File: config.mk
export PLATFORM = sky130hd
export DESIGN_NAME = util_axis_framer
export DESIGN_NICKNAME = d
export VERILOG_FILES = /design/src/rtl/util_axis_framer_pkg.sv /design/src/rtl/util_axis_skid.sv /design/src/rtl/util_axis_framer.sv
export SDC_FILE = /design/constraint.sdc
export NUM_CORES = 1
export LEC_CHECK = 0
export CORE_MARGIN = 1
export CORE_UTILIZATION = 45
export DETAILED_ROUTE_END_ITERATION = 12
export PLACE_DENSITY = 0.8
export SLEW_MARGIN = 10
export SYNTH_ARGS = -nofsm -noshare
export SYNTH_HDL_FRONTEND = slang
export SYNTH_SLANG_ARGS = --single-unit
File: constraint.sdc
create_clock -name aclk -period 2.45 [get_ports aclk]
set_clock_uncertainty 0.2 [all_clocks]
set_input_delay 0.6125 -clock aclk [delete_from_list [all_inputs] [get_ports aclk]]
set_output_delay 0.6125 -clock aclk [all_outputs]
set_load 0.02 [all_outputs]
File: src/rtl/util_axis_framer_pkg.sv
// ============================================================================
// Module      : util_axis_framer_pkg
// Description : Shared AXI-Stream defaults and sizing helpers for util_ blocks.
// Revision    : 1.0 - initial release
// ============================================================================
`default_nettype none

package util_axis_framer_pkg;

  localparam int AXIS_DATA_WIDTH = 32;
  localparam int BEAT_CNT_WIDTH  = 16;

  // Bits needed to hold 0..max_val, never less than one.
  function automatic int cnt_width(input int max_val);
    return (max_val < 2) ? 1 : $clog2(max_val + 1);
  endfunction

endpackage

`default_nettype wire

File: src/rtl/util_axis_skid.sv
// ============================================================================
// Module      : util_axis_skid
// Description : 2-entry registered skid buffer; head entry drives the output.
// Revision    : 1.0 - initial release
// ============================================================================
`default_nettype none

module util_axis_skid #(
  parameter int WIDTH = 33
) (
  input  logic             clk,
  input  logic             rst_n,
  input  logic             i_push,
  input  logic [WIDTH-1:0] i_data,
  input  logic             i_ready,
  output logic             o_valid,
  output logic [WIDTH-1:0] o_data,
  output logic             o_full_nxt
);

  logic             r_vld0;
  logic             r_vld1;
  logic [WIDTH-1:0] r_d0;
  logic [WIDTH-1:0] r_d1;
  logic             w_pop;

  assign w_pop = r_vld0 & i_ready;

  always_ff @(posedge clk or negedge rst_n) begin
    if (!rst_n) begin
      r_vld0 <= 1'b0;
      r_vld1 <= 1'b0;
      r_d0   <= '0;
      r_d1   <= '0;
    end else if (w_pop) begin
      if (r_vld1) begin
        r_d0   <= r_d1;
        r_vld1 <= i_push;
        if (i_push) r_d1 <= i_data;
      end else begin
        r_vld0 <= i_push;
        if (i_push) r_d0 <= i_data;
      end
    end else if (i_push) begin
      if (!r_vld0) begin
        r_d0   <= i_data;
        r_vld0 <= 1'b1;
      end else begin
        r_d1   <= i_data;
        r_vld1 <= 1'b1;
      end
    end
  end

  // Occupancy after this edge is 2; lets the owner register its ready from it.
  assign o_full_nxt = r_vld1 ? (!w_pop || i_push) : (r_vld0 && i_push && !w_pop);
  assign o_valid    = r_vld0;
  assign o_data     = r_d0;

endmodule

`default_nettype wire

File: src/rtl/util_axis_framer.sv
// ============================================================================
// Module      : util_axis_framer
// Description : Cuts a continuous AXI-Stream into fixed-length tlast frames.
// Revision    : 1.0 - initial release
// ============================================================================
`default_nettype none

module util_axis_framer
  import util_axis_framer_pkg::*;
#(
  parameter int DATA_WIDTH = AXIS_DATA_WIDTH,
  parameter int FRAME_LEN  = 256,
  parameter int GAP_CYCLES = 0,
  parameter int CNT_WIDTH  = 16
) (
  input  logic                  aclk,
  input  logic                  rst_n,
  input  logic                  enable,
  input  logic                  s_axis_data_tvalid,
  output logic                  s_axis_data_tready,
  input  logic [DATA_WIDTH-1:0] s_axis_data_tdata,
  output logic                  m_axis_data_tvalid,
  input  logic                  m_axis_data_tready,
  output logic [DATA_WIDTH-1:0] m_axis_data_tdata,
  output logic                  m_axis_data_tlast,
  output logic [CNT_WIDTH-1:0]  frame_count,
  output logic                  busy
);

  typedef enum logic [1:0] {
    ST_IDLE = 2'd0,
    ST_RUN  = 2'd1,
    ST_GAP  = 2'd2
  } state_t;

  localparam int GW       = cnt_width(GAP_CYCLES);
  localparam int GAP_LAST = (GAP_CYCLES > 0) ? GAP_CYCLES - 1 : 0;

  state_t                    r_state, w_state_nxt;
  logic [BEAT_CNT_WIDTH-1:0] r_beat,  w_beat_nxt;
  logic [GW-1:0]             r_gap,   w_gap_nxt;
  logic                      r_s_tready;
  logic [CNT_WIDTH-1:0]      r_frame_count;
  logic                      w_push;
  logic                      w_tag_last;
  logic                      w_full_nxt;
  logic                      w_m_valid;
  logic [DATA_WIDTH:0]       w_m_beat;

  assign w_push     = s_axis_data_tvalid & r_s_tready;
  assign w_tag_last = (r_beat == BEAT_CNT_WIDTH'(FRAME_LEN - 1));

  always_comb begin
    w_state_nxt = r_state;
    w_beat_nxt  = r_beat;
    w_gap_nxt   = r_gap;
    case (r_state)
      ST_IDLE: begin
        if (enable) begin
          w_state_nxt = ST_RUN;
          w_beat_nxt  = '0;
        end
      end
      ST_RUN: begin
        if (w_push) begin
          if (w_tag_last) begin
            w_beat_nxt = '0;
            if (GAP_CYCLES > 0) begin
              w_state_nxt = ST_GAP;
              w_gap_nxt   = '0;
            end else if (!enable) begin
              w_state_nxt = ST_IDLE;
            end
          end else begin
            w_beat_nxt = r_beat + 1'b1;
          end
        end
      end
      ST_GAP: begin
        if (r_gap == GW'(GAP_LAST)) begin
          w_gap_nxt   = '0;
          w_state_nxt = enable ? ST_RUN : ST_IDLE;
        end else begin
          w_gap_nxt = r_gap + 1'b1;
        end
      end
      default: w_state_nxt = ST_IDLE;
    endcase
  end

  always_ff @(posedge aclk or negedge rst_n) begin
    if (!rst_n) begin
      r_state       <= ST_IDLE;
      r_beat        <= '0;
      r_gap         <= '0;
      r_s_tready    <= 1'b0;
      r_frame_count <= '0;
    end else begin
      r_state    <= w_state_nxt;
      r_beat     <= w_beat_nxt;
      r_gap      <= w_gap_nxt;
      // Ready looks ahead one edge so the skid is never pushed while full.
      r_s_tready <= (w_state_nxt == ST_RUN) && !w_full_nxt;
      if (w_m_valid && m_axis_data_tready && w_m_beat[DATA_WIDTH])
        r_frame_count <= r_frame_count + 1'b1;
    end
  end

  util_axis_skid #(
    .WIDTH (DATA_WIDTH + 1)
  ) u_skid (
    .clk        (aclk),
    .rst_n      (rst_n),
    .i_push     (w_push),
    .i_data     ({w_tag_last, s_axis_data_tdata}),
    .i_ready    (m_axis_data_tready),
    .o_valid    (w_m_valid),
    .o_data     (w_m_beat),
    .o_full_nxt (w_full_nxt)
  );

  assign s_axis_data_tready = r_s_tready;
  assign m_axis_data_tvalid = w_m_valid;
  assign m_axis_data_tdata  = w_m_beat[DATA_WIDTH-1:0];
  assign m_axis_data_tlast  = w_m_beat[DATA_WIDTH];
  assign frame_count        = r_frame_count;
  assign busy               = (r_state != ST_IDLE) || w_m_valid;

endmodule

`default_nettype wire

After elaboration in Yosys (flattened, before gate mapping)
Cells that the tools add are included.

operators by class
  equal/unequal tests = 10
  muxes and demuxes = 29
  add/sub/neg operators = 3
  multipliers = 0
  div/mod/pow operators = 0
  bitwise logic cells = 2
  reductions and logical operators = 20
  shift-type cells = 0
  order comparisons = 0

operator list
  operator                 count
  $mux W33                 9
  $mux W16                 3
  $add A16 B1 Y16 const B  2
  $pmux W16 S2             1
  $eq A16 B8 Y1 const B    1
  $mux W1                  10
  $mux W2                  5
  $reduce_bool A2 Y1       5
  $ne A2 B1 Y1 const B     3
  $ne A2 B2 Y1 const B     3
  $pmux W2 S3              1
  $reduce_and A3 Y1        2
  $logic_and A1 B1 Y1      5
  $eq A2 B1 Y1 const B     2
  $reduce_and A2 Y1        2
  $reduce_and A4 Y1        1
  $and A1 B1 Y1            2
  $eq A2 B2 Y1 const B     1
  $logic_not A1 Y1         2
  $logic_not A2 Y1         1
  $logic_or A1 B1 Y1       2
  $add A1 B1 Y1 const B    1

storage, ports and cells
  output and inout port bits = 52
  memories = 0
  latch bits = 0
  bits in writable memories = 0
  flip-flop bits (word level) = 104
  word-level logic and storage cells = 73
  memory bits (read-only) = 0
  input port bits = 37

Depth between registers and ports, before layout
  depth in word-level cells = 6
  mapped depth = 7
  mapped depth without buffers = 5

By module
Synthesis repeated with hierarchy kept, for this count alone.

unflattened totals
  cell total of the unflattened synthesis = 432
  area total of the unflattened synthesis = 4898.4 µm²

modules (own cells, without submodules)
  module            cells an instance  area an instance (µm²)  times used
  util_axis_skid    269                3186.8                  1
  util_axis_framer  163                1711.6                  1

Worst setup path before layout
Ideal clock, no wire load.

  path type = input-to-reg
  start = input port m_axis_data_tready
  end = register u_skid.r_d1[10]
  setup time = 0.125 ns
  path buffers = 1
  required time = 2.125 ns
  data arrival time = 1.695 ns
  stages on the path = 4
  slack = 0.430 ns
  cells stage by stage = inv_1 o2111ai_1 buf_2 mux2_2

on the way
  word-level cells in the longest chain between the ends = 3

ends and longest elaborated chain
  item                                                                        line                    text
  from (decl)                                                                 util_axis_framer.sv:23  input logic m_axis_data_tready,
  $and A1 B1 Y1 (*)                                                           util_axis_skid.sv:27    assign w_pop = r_vld0 & i_ready;
  $ne A2 B1 Y1 (no source line) / $reduce_bool A2 Y1 (equally long branches)  -
  $reduce_and A4 Y1 (no source line)                                          -
  to (signal assigned)                                                        util_axis_skid.sv:39    if (i_push) r_d1 <= i_data;
  to (signal assigned)                                                        util_axis_skid.sv:49    r_d1 <= i_data;
  to (decl)                                                                   util_axis_skid.sv:24    logic [WIDTH-1:0] r_d1;

Mark *: on every way between the ends. The rest lies on a longest branch, timed or not.
A chain may end at the register's enable or synchronous reset.

Final worst setup path
  start = register r_state[1]
  end = output port busy

on the way
  word-level cells in the longest chain between the ends = 2

ends and longest elaborated chain
  item                    line                     text
  from (decl)             util_axis_framer.sv:39   state_t r_state, w_state_nxt;
  from (signal assigned)  util_axis_framer.sv:99   r_state <= w_state_nxt;
  $reduce_bool A2 Y1      util_axis_framer.sv:127  assign busy = (r_state != ST_IDLE) || w_m_valid;
  $logic_or A1 B1 Y1      util_axis_framer.sv:127
  to (decl)               util_axis_framer.sv:27   output logic busy

No other way between the ends.

==> impl_metrics.toml <==
[drt]
wirelength_um = 9510
via_count = 3355
drc_errors = 0
via_per_inst = 5.309
drtAntennaViolNets = 0
dr.first_iter.drc_count = 99
wl_per_cell_um = 15.05
drt_pass1_iterations = 4

[cts]
path_clk_slew_ps = 100
cts_setup_buffers = 0
cts_buffers = 9
clkLatencyLatePin_ps = 360
h-tree-depth = 3
tritoncts = "done"
clock_sinks = 103
cts_root_buffer = "clkbuf_8"
clockBufferDepth = 2

[yosys]
synth_compound_area_frac = 0.08443
synthCells = 391
synth-edff-count = 0
synth_cell_types = 40
yosys.area_share.adder = 0.005501
ys.flop_type = "dfrtp_1"
muxShareOfSynthArea = 0.1568
synth_top_family_by_area = "multiplexers"
synth.cell_area_mm2 = 0.004549
synth_warnings = 0
synth_xor_area_frac = 0.04428
synth_nets = 430
netlist_top_cells_area = "dfrtp_1 57%, mux2_2 8.4%, mux2i_1 7.3%"
ys_ff_latch = 103
synthArstFlopShare = 1.000
synth-simple-area-share = 0.1205
avgSynthCellArea_um2 = 11.64
synth_top_area_frac = 0.5666
yosys.area.top_type = "dfrtp_1"
yosysSeqAreaShare = 0.5666

[floorplanning]
design.die.area_mm2 = 0.01052
fp-row-count = 36
start_util = 0.4654
die_x_um = 102.5
core_area_mm2 = 0.009774
dieHeight_um = 102.5
io_pins = 89

[placed_design]
hpwl_um = 6846
placed_cell_area_mm2 = 0.005749
gp_congestion = 0.8044
io_buffers = 88

[worst_hold_path]
hp-class = "register to register"

[cells_and_area]
area_delta_synth_final_pct = 31.11
final_util = 0.6102
fill_cells = 803
diodes = 0
fin_area_mm2 = 0.005964
drive_gt1_frac = 0.1543
num-nets-final = 533

[global_route]
grt_max_degree = 67
first_global_vias = 3466
grt_pass1_wl_um = 15990
grt.overflow.total = 0
antenna_found_initial = 0
grt_util_all_layers = 0.1982

[critical_path]
critPathLaunchType = "register"
arrival_ps = 1540
slowest_stage = "dfrtp_1"
cpPeakStageDelay_ps = 470
cp.required_ps = 1640
crit_path_cell_trace = "or3_1 -> dlygate4sd2_1"
crit_type = "register to output pin"
worst-path-buf-inv = 1
crit_path_end_kind = "output pin"
worst-path-max-fanout = 7
cp_top_family = "flip-flops"

[sta]
report.final.slew_viol_count = 0
finalCritPeriodShare = 0.9586
finalSetupViolations = 0
timing.fmax_ghz = 0.4258
rsz0062_at_grt = "false"
report.final.hold_viol_count = 0
fin_setup_tns_ps = 0
fin_crit_ps = 2349

[power_and_ir_drop]
power_density_mw_per_mm2 = 999.1
leakage_uw = 0.002753
peakVddDrop_uv = 588.2

[outcome]
status = "complete, no violations"

[job]
cap_violations = 0
-- power breakdown --
part	switching, uW	internal, uW	total, uW
Sequential	350	2280	2630
Combinational	1120	1120	2240
Clock	584	506	1090
-- layout make-up --
type                            instances  area, um^2  share of cell area
Tap cell                              133       166.4             0.02790
Clock inverter                          6       68.82             0.01154
Multi-Input combinational cell        266        1899              0.3184
Sequential cell                       103        2577              0.4321
Timing Repair Buffer                  108        1092              0.1831
Inverter                                6       22.52            0.003776
Clock buffer                           10       137.6             0.02308
-- registers in the layout, indices dropped and copies added, names as in the netlist --
register	flops
u_skid.o_data	33
u_skid.r_d1	33
frame_count	16
u_skid.r_vld1	1
r_state	2
s_axis_data_tready	1
u_skid.o_valid	1
r_beat	16
-- timing repair --
| action | CTS | global route |
|---|---|---|
| hold endpoints to repair | 24 | 0 |
| setup endpoints to repair | 1 | 0 |
| gates resized for setup | 1 | 0 |
| hold buffers | 1 | 0 |
-- routing by layer --
| layer | wire, um | vias up | GRT usage |
|---|---|---|---|
| li1 | - | 1596 | - |
| met1 | 4019 | 1667 | 0.2429 |
| met2 | 4901 | 81 | 0.3369 |
| met3 | 427 | 11 | 0.04339 |
| met4 | 161 | 0 | 0.08791 |
| met5 | 0 | - | 0 |
-- per-stage QoR --
stage	hold slack (ps)	cells	setup WS (ps)	total power, uW
final	274.4	632	101.4	5959
after global routing	304.3	632	13.04	6344
after CTS	281.9	632	76.10	6031
after detailed placement	268.2	615	-41.38	4938
after global placement	255.9	615	-8.129	4826
after floorplan	116.9	391	430.1	3874
-- cells in the mapped netlist, types with 6 or more instances --
cell / count
clkbuf_1: 7
nor2_1: 12
mux2i_1: 33
nand3_1: 7
nand4_1: 9
o21ai_0: 43
mux2_2: 34
dfrtp_1: 103
xor2_1: 14
a21oi_1: 6
buf_2: 8
nand2_1: 50
inv_1: 6
xnor2_1: 9
-- placed cells by master, fill, tap and decap left out, drive strengths merged, types with 5 or more instances in the layout --
cell type      netlist  layout
buf                  9      20
nand4                9       9
xnor2                9       9
dfrtp              103     103
nor4                 5       5
or3                  5       5
nor3                 5       5
o21ai               43      43
nand3                7       7
clkbuf               7      10
nand2               50      50
mux2                34      34
nor2                12      12
clkdlybuf4s50        0      86
mux2i               33      33
a21oi                6       6
inv                  6       7
xor2                14      14
-- kinds of logic (layout without fill, tap and decap cells) --
| group | after synthesis | in the layout |
|---|---|---|
| adders and majority gates | 2 | 2 |
| and+or+nand+nor | 110 | 110 |
| AOI/OAI and AO/OA | 63 | 63 |
| xor gates and xnor gates | 23 | 23 |
| other | 1 | 1 |
| buffers and inverters | 22 | 130 |
| DFF | 103 | 103 |
| muxes | 67 | 67 |
-- path summary, 6_finish.rpt --
kind                                      start                 to  slack (ps)  cells after the start
max in group asynchronous                 rst_n    frame_count[10]         800                      3
worst max-delay path                 r_state[1]               busy         100                      2
worst min-delay path            frame_count[15]    frame_count[15]         270                      1
min in group asynchronous                 rst_n  u_skid.o_data[29]         490                      2
worst max register to register        r_beat[0]         r_beat[13]         340                      6
worst min register to register  frame_count[15]    frame_count[15]         270                      1
Note: power is estimated with default switching activity, not from simulation.
